$ cat src/rtl/vga_timing_pkg.sv
// Shared VGA timing constants and the vertical timing state encoding.
package vga_timing_pkg;
  localparam int V_ACTIVE_DEF = 480;
  localparam int V_FP_DEF     = 10;
  localparam int V_SYNC_DEF   = 2;
  localparam int V_BP_DEF     = 33;
  localparam int H_TOTAL      = 800;

  typedef enum logic [1:0] {
    V_ST_ACTIVE = 2'd0,
    V_ST_FRONT  = 2'd1,
    V_ST_SYNC   = 2'd2,
    V_ST_BACK   = 2'd3
  } vstate_e;
endpackage

$ cat src/rtl/vga_pulse_edge.sv
// Level-to-pulse rising-edge detector. The reset value of the history flop is a
// parameter so a level already high when reset is released can be ignored.
module vga_pulse_edge #(
  parameter bit RST_VAL = 1'b1
) (
  input  logic clk,
  input  logic rst_n,
  input  logic lvl,
  output logic pulse
);
  logic lvl_q, lvl_d;

  always_comb lvl_d = lvl;

  always_ff @(posedge clk or negedge rst_n) begin
    if (!rst_n) lvl_q <= RST_VAL;
    else        lvl_q <= lvl_d;
  end

  assign pulse = lvl & ~lvl_q;
endmodule

$ cat src/rtl/vga_vertical_sync.sv
// Vertical VGA timing: line counter, porch/sync FSM, vsync, v_active, frame_start.
// Optional completed-frame counter enabled by defining VGA_FRAME_CNT_EN.
module vga_vertical_sync
  import vga_timing_pkg::*;
#(
  parameter int V_ACTIVE  = V_ACTIVE_DEF,
  parameter int V_FP      = V_FP_DEF,
  parameter int V_SYNC    = V_SYNC_DEF,
  parameter int V_BP      = V_BP_DEF,
  parameter bit VSYNC_POL = 1'b0
) (
  input  logic        clk,
  input  logic        rst_n,
  input  logic        line_end,
  output logic [15:0] y_c,
  output logic        vsync,
  output logic        v_active,
  output logic        frame_start,
  output logic [15:0] frame_cnt
);
  localparam int V_TOTAL = V_ACTIVE + V_FP + V_SYNC + V_BP;

  generate
    if (V_TOTAL > 65536) begin : g_width_chk
      $error("vga_vertical_sync: V_TOTAL exceeds 16-bit line counter");
    end
  endgenerate

  localparam logic [15:0] Y_LAST       = 16'(V_TOTAL - 1);
  localparam logic [15:0] Y_FRONT      = 16'(V_ACTIVE);
  localparam logic [15:0] Y_SYNC_START = 16'(V_ACTIVE + V_FP);
  localparam logic [15:0] Y_BACK_START = 16'(V_ACTIVE + V_FP + V_SYNC);

  logic line_evt;

  vga_pulse_edge #(.RST_VAL(1'b1)) u_line_edge (
    .clk   (clk),
    .rst_n (rst_n),
    .lvl   (line_end),
    .pulse (line_evt)
  );

  vstate_e     st_q, st_d;
  logic [15:0] y_q, y_d;
  logic        vsync_q, vsync_d;
  logic        v_active_q, v_active_d;
  logic        fs_q, fs_d;
  logic        wrap;

  always_comb begin
    st_d = st_q;
    y_d  = y_q;
    wrap = 1'b0;
    if (line_evt) begin
      wrap = (y_q == Y_LAST);
      y_d  = wrap ? 16'd0 : y_q + 16'd1;
      case (st_q)
        V_ST_ACTIVE: if (y_d == Y_FRONT)      st_d = V_ST_FRONT;
        V_ST_FRONT:  if (y_d == Y_SYNC_START) st_d = V_ST_SYNC;
        V_ST_SYNC:   if (y_d == Y_BACK_START) st_d = V_ST_BACK;
        V_ST_BACK:   if (wrap)                st_d = V_ST_ACTIVE;
        // Recovery from a corrupted state restarts the frame without a strobe.
        default: begin
          st_d = V_ST_ACTIVE;
          y_d  = 16'd0;
          wrap = 1'b0;
        end
      endcase
    end
    // Outputs are decoded from the next state so they land with the counter.
    vsync_d    = (st_d == V_ST_SYNC) ? VSYNC_POL : ~VSYNC_POL;
    v_active_d = (st_d == V_ST_ACTIVE);
    fs_d       = line_evt & wrap;
  end

  always_ff @(posedge clk or negedge rst_n) begin
    if (!rst_n) begin
      st_q       <= V_ST_ACTIVE;
      y_q        <= 16'd0;
      vsync_q    <= ~VSYNC_POL;
      v_active_q <= 1'b1;
      fs_q       <= 1'b0;
    end else begin
      st_q       <= st_d;
      y_q        <= y_d;
      vsync_q    <= vsync_d;
      v_active_q <= v_active_d;
      fs_q       <= fs_d;
    end
  end

  assign y_c         = y_q;
  assign vsync       = vsync_q;
  assign v_active    = v_active_q;
  assign frame_start = fs_q;

`ifdef VGA_FRAME_CNT_EN
  logic [15:0] frame_cnt_q, frame_cnt_d;

  always_comb frame_cnt_d = frame_cnt_q + {15'd0, fs_d};

  always_ff @(posedge clk or negedge rst_n) begin
    if (!rst_n) frame_cnt_q <= 16'd0;
    else        frame_cnt_q <= frame_cnt_d;
  end

  assign frame_cnt = frame_cnt_q;
`else
  assign frame_cnt = 16'd0;
`endif
endmodule
$ cat config.mk
export PLATFORM = sky130hd
export DESIGN_NAME = vga_vertical_sync
export DESIGN_NICKNAME = d
export VERILOG_FILES = /design/src/rtl/vga_timing_pkg.sv /design/src/rtl/vga_pulse_edge.sv /design/src/rtl/vga_vertical_sync.sv
export SDC_FILE = /design/constraint.sdc
export NUM_CORES = 1
export LEC_CHECK = 0
export CORE_MARGIN = 2
export CORE_UTILIZATION = 44
export CTS_CLUSTER_DIAMETER = 50
export DETAILED_ROUTE_END_ITERATION = 6
export PLACE_DENSITY = 0.87
export SKIP_CTS_REPAIR_TIMING = 1
export SLEW_MARGIN = 10
export SYNTH_ARGS = -nofsm -noshare
export SYNTH_HDL_FRONTEND = slang
export SYNTH_SLANG_ARGS = --single-unit
$ cat constraint.sdc
create_clock -name clk -period 2.4 [get_ports clk]
set_input_delay 0.36 -clock clk [delete_from_list [all_inputs] [get_ports clk]]
set_output_delay 0.36 -clock clk [all_outputs]
set_load 0.02 [all_outputs]
==> key figures, run 1 <==
Outcome
  • Outcome: finished, violations left
  • Violations in the final reports: negative setup slack

Drt
  • Post-DRT Antenna Nets: 0
  • Post-detailed-route wirelength per cell: 14.3 um
  • Vias per cell: 5.54
  • Initial DRC count: 107
  • 1st-pass router iterations: 4
  • Total DRC errors in the routed layout: 0
  • Total wire length: 3860 um
  • Via Count: 1489

Power and ir drop
  • Combinational cell fraction of total power: 0.467
  • VDD IR-drop max: 0.405 mV
  • Part of the power in the clock network: 0.169
  • Part of the power in registers: 0.364
  • Areal power density over the cells: 636 mW/mm^2
  • Switching power: 504 uW
  • Internal power component: 779 uW
  • Net switching fraction of the power: 0.393
  • Leakage power figure: 0.858 nW

Floorplanning
  • Site row count: 21
  • Floorplan die area: 0.00397 mm^2
  • Die Y: 63.0 um
  • DIE WIDTH: 63.0 um
  • Core area: 0.00334 mm^2
  • Initial core utilization: 0.460
  • Number of top-level pins: 38

Yosys
  • Fraction of synthesized cell area taken by the top area cell type: 0.310
  • Seq/Total Area, Yosys: 0.361
  • Post-synthesis area per instance: 9.02 um^2
  • Most frequent cell after synthesis: sky130_fd_sc_hd__dfrtp_1
  • Synthesis-stage register bit count: 22
  • Number of synthesized flops with an enable pin: 0
  • Most used flip-flop cell after synthesis: sky130_fd_sc_hd__dfrtp_1
  • Synth cell types: 50
  • Yosys warning total: 0
  • Cell type with the largest total area after synthesis: sky130_fd_sc_hd__dfrtp_1
  • Biggest area contributors in the synthesized netlist: sky130_fd_sc_hd__dfrtp_1 (31%), sky130_fd_sc_hd__buf_4 (8.8%), sky130_fd_sc_hd__dfstp_2 (5.1%)
  • Leading post-synthesis cells by instance count: sky130_fd_sc_hd__dfrtp_1 (19), sky130_fd_sc_hd__buf_4 (18), sky130_fd_sc_hd__nand2_1 (13)
  • Async SR Flop Fraction: 1.00
  • Synth Instances: 170
  • Synthesized area: 0.00153 mm^2

Global routing
  • Pin count of the biggest net entering global routing: 23
  • Vias in the first global route: 1397
  • Global-route congestion overflow total: 0
  • Overall track demand over capacity in global routing: 0.211
  • Wire length of the first global-routing pass: 6660 um
  • Initial antenna violation count: 0

STA
  • Post-Route Setup TNS: -0.359 ns
  • Achievable clock frequency: 0.385 GHz
  • Final worst clock skew: 0.00211 ns
  • Share of the clock period used by the worst path: 1.08
  • RSZ-0062 raised after global routing: true
  • Finish-stage setup viols: 3
  • Final max-slew violation count: 0
  • Final setup slack of the worst path: -0.198 ns
  • Post-layout min period: 2.60 ns
  • Total count of hold-check failures in the final report: 0

Clock network
  • Htree depth: 1
  • Number of buffers created by CTS: 3
  • TritonCTS clock tree: done
  • Later-pin clock latency in the skew report: 0.32 ns
  • Number of clock sinks: 22
  • Maximum root-to-sink buffer count: 2
  • Clk Tree Root Cell: sky130_fd_sc_hd__clkbuf_4
  • Clock-pin slew on the worst setup and hold paths: 0.13 ns

Critical path
  • Crit path launch type: flop
  • Data arrival, critical path: 2.87 ns
  • Highest-delay cell along the critical path: sky130_fd_sc_hd__or4b_4
  • Cell Chain, Critical Path: ha_4, buf_4, nor2_1, o311ai_0, a22o_1, or4_4, or4b_4, and3b_1
  • Largest fanout of any net on the critical path: 13
  • Max incr delay on CP: 0.55 ns
  • Critical Path End Type: flop
  • Count of buffer and inverter cells on the critical path: 1
  • Kind of cell adding the most delay to the critical path: simple AND/OR/NAND/NOR gates
  • Worst Path Class, Setup: flop to flop
  • Data required time of the worst path: 2.67 ns

Min path
  • Worst min path class: primary input to async pin

Cells and area
  • Layout net count: 229
  • Layout cell share with drive strength beyond 1: 0.274
  • Layout overhead on the synthesized area: 31.6%
  • Antenna fix cells: 0

Placed design
  • Worst-case setup slack after placement: -0.151 ns
  • Number of port buffers: 21
  • Final Wtd Congestion: 1.07
  • Detailed Place HPWL: 2910 um

Run
  • Max-cap violations: 0
==> worst register-to-register path, stage by stage (launching register included) <==
cell,delay [ns]
sky130_fd_sc_hd__dfrtp_2,0.46
sky130_fd_sc_hd__ha_4,0.17
sky130_fd_sc_hd__buf_4,0.18
sky130_fd_sc_hd__nor2_1,0.11
sky130_fd_sc_hd__o311ai_0,0.15
sky130_fd_sc_hd__a22o_1,0.26
sky130_fd_sc_hd__or4_4,0.46
sky130_fd_sc_hd__or4b_4,0.55
sky130_fd_sc_hd__and3b_1,0.21
==> flip-flops by register name, indices dropped and copies added, names as in the netlist <==
register,cells
y_c,16
vsync,1
v_active,1
u_line_edge.lvl_q,1
frame_start,1
st_q,2
==> metal layers <==
metal  vias to the layer above  part of all wire  GRT usage
li1                        686                 -          -
met1                       713              0.41      0.274
met2                        83              0.49      0.354
met3                         7             0.083     0.0396
met4                         0             0.018     0.0694
met5                         -                 0          0
==> placed cells by master, fill, tap and decap left out, drive strengths merged <==
cell type,instances
nor4,3
nor3b,1
a22o,2
o311ai,2
dfrtp,19
nor3,6
or4b,2
nand3,10
a31oi,2
nand4,5
and2,1
dfstp,3
and3b,1
clkbuf,4
or4,2
and4,3
or3,2
nor2,11
nand2,14
buf,37
o211ai,1
clkdlybuf4s50,21
a21oi,6
ha,2
xnor2,7
nand2b,2
o22ai,2
nor2b,1
a211oi,1
and3,3
o31ai,3
nand3b,3
o41ai,1
o21ai,12
or2b,1
conb,16
xor2,6
inv,5
==> kinds of logic after synthesis <==
kind of cell / share of synthesized area
flops: 0.361
fa+ha+maj: 0.0163
compound gates: 0.137
xor+xnor: 0.0742
simple gates: 0.278
other cells: 0.00244
buf+inv: 0.131
==> through the flow <==
| step | power (mW) | hold WS [ns] | cells | util | instance area (um^2) |
|---|---|---|---|---|---|
| after global placement | 1.04 | 0.558 | 264 | 0.588 | 1960 |
| after CTS | 1.28 | 0.378 | 268 | 0.599 | 2000 |
| after floorplan | 0.818 | 0.0644 | 185 | - | 1610 |
| after global routing | 1.36 | 0.400 | 269 | 0.605 | 2020 |
| final | 1.28 | 0.374 | 269 | 0.605 | 2020 |
| after detailed placement | 1.06 | 0.561 | 264 | 0.588 | 1960 |
==> power groups by stage <==
| stage | Sequential, mW | Clock, mW | Combinational [mW] |
|---|---|---|---|
| global placement | 0.472 | 0 | 0.565 |
| CTS | 0.466 | 0.224 | 0.590 |
| finish | 0.467 | 0.217 | 0.600 |
| detailed placement | 0.474 | 0 | 0.584 |
| global route | 0.475 | 0.244 | 0.646 |
| floorplan | 0.532 | 0 | 0.287 |
==> layout make-up <==
class / instances / area [um^2]
fillers: 289 / 1320
multi-input cells: 134 / 862
flip-flops and latches: 22 / 557
repair buffers: 58 / 488
well taps: 46 / 57.6
clock buffers: 4 / 36.3
inverters: 5 / 18.8
==> worst paths after layout <==
kind / start / end / slack (ns) / depth (start not counted)
worst max-delay path: y_c[1]$_DFFE_PN0P_ / v_active$_DFF_PN1_ / -0.20 / 8
min in group clk: line_end / u_line_edge.lvl_q$_DFF_PN1_ / 0.58 / 2
worst max register to register: y_c[1]$_DFFE_PN0P_ / v_active$_DFF_PN1_ / -0.20 / 8
worst min-delay path: rst_n / y_c[6]$_DFFE_PN0P_ / 0.37 / 2
worst min register to register: y_c[15]$_DFFE_PN0P_ / y_c[15]$_DFFE_PN0P_ / 0.58 / 1
max in group asynchronous: rst_n / u_line_edge.lvl_q$_DFF_PN1_ / 1.74 / 2
No activity file was read; power rests on OpenSTA's default activity.
==> inputs of run 2 (changes only) <==
--- a/config.mk
+++ b/config.mk
@@ -8,6 +8,7 @@
 export CORE_MARGIN = 2
 export CORE_UTILIZATION = 44
 export CTS_CLUSTER_DIAMETER = 50
+export CTS_CLUSTER_SIZE = 25
 export DETAILED_ROUTE_END_ITERATION = 6
 export PLACE_DENSITY = 0.87
 export SKIP_CTS_REPAIR_TIMING = 1
==> results of run 2 <==
Final layout, timing and power as in run 1 (identical DEF).
==> RTL change: new RTL, flow settings as in run 1 <==
Register the input `line_end` before use, without a reset. The logic sees it one clock later.
--- a/src/rtl/vga_vertical_sync.sv
+++ b/src/rtl/vga_vertical_sync.sv
@@ -21,4 +21,10 @@
   localparam int V_TOTAL = V_ACTIVE + V_FP + V_SYNC + V_BP;
 
+  logic line_end_q;
+
+  always_ff @(posedge clk) begin
+    line_end_q <= line_end;
+  end
+
   generate
     if (V_TOTAL > 65536) begin : g_width_chk
@@ -37,5 +43,5 @@
     .clk   (clk),
     .rst_n (rst_n),
-    .lvl   (line_end),
+    .lvl   (line_end_q),
     .pulse (line_evt)
   );
Behaviour: not the same (Yosys sat finds a counterexample within 4 cycles, from zero or initial values and one cycle with rst_n low).
==> RTL change against run 1 <==
Area after synthesis rose by 1.3%. Worst setup slack improved by 34 ps. Final area fell by 0.74%. Sequential cell count rose by 1. Synthesized cell count rose by 0.59%. Global-route usage fell by 2.3 points. The run still ends with negative setup slack left. Routed wire length fell by 7.4%. Power fell by 8.7%.
==> RTL change: results (changes against run 1) <==
The multi-input gate area in the final layout is 867 um^2 (+0.58%), and the detailed-routing wirelength on met1 is 1600 um (+2.4%). The register bit total from synthesis was 23 (+4.5%). Net switching power: 0.447 mW (-11%). The tools report the number of endpoints failing setup at the final stage as 3 (unchanged).

The run finished, with violations left. The total met3 wirelength after detailed routing was 222 um (-31%); the maximum fanout encountered on the critical timing path was 3 (-10). The post-route worst setup slack was -164 ps (+34.2 ps).

The checks that failed: negative setup slack. The run gives 6060 um (-9.0%) as the global-route wire length before repair. Peak ir drop on the vdd network: 0.299 mV (-26%). For the final setup skew, the log shows 4.47 ps (+2.36 ps). For the first-pass iteration count of the detailed router, the log shows 5 (+1). Overall fraction of global-route tracks in use: 0.188 (-0.0234). The logs give 51 (+2.0%) for the distinct cell type count of the synthesized netlist and 0.441 (-0.026) for the combinational fraction of design power.

The run gives 0.295 (-0.0590) as the met2 global-route usage. The last weighted congestion value of the routability-driven placer is 0.959 (-11%), and the power in sequential cells is 0.473 mW (+1%). The run gives 1700 um (-10%) as the length of routed met2 wiring. Ranked by total cell area, the synthesized netlist is headed by dfrtp_1 31%, buf_4 8.7%, dfstp_2 5.1%, xnor2_1 3.9%, o21ai_0 3.9%. The fraction of layout cells with a size suffix above 1 is 0.255 (-0.0190), and the reported leakage power is 0.861 nW (+0.32%).

The portion of the layout cell area used by clock cells works out to 0.0131 (-0.00486). The mean number of vias per cell is 5.36 (-3.2%), and the portion of the layout cell area used by non-clock buffers is 0.228 (-0.0132). The routing usage on met3 is 0.0286 (-0.0111). The run gives 262 (-0.76%) as the cell total after placement.
[RTL change: logic make-up (layout without fill, tap and decap cells)]
family | count (synthesis) | in the layout | synth area share
other | 1 | 16 | 0.00241
adders and majority gates | 2 | 2 | 0.0161
and+or+nand+nor | 71 | 71 | 0.275
AOI/OAI and AO/OA | 32 | 32 | 0.135
buffers and inverters | 29 | 63 | 0.129
xor gates and xnor gates | 13 | 13 | 0.0733
DFF | 23 | 23 | 0.370
[RTL change: worst min-delay path by stage]
| stage | startpoint | end | slack (ps) |
|---|---|---|---|
| 2_1_floorplan | rst_n | frame_start | 60 |
| 3_3_place_gp | line_end_q | u_line_edge.lvl_q | 310 |
| 3_5_place_dp | line_end_q | u_line_edge.lvl_q | 310 |
| 4_1_cts | line_end_q | u_line_edge.lvl_q | 330 |
| 5_1_grt | line_end_q | u_line_edge.lvl_q | 350 |
| 6_report | line_end_q | u_line_edge.lvl_q | 330 |
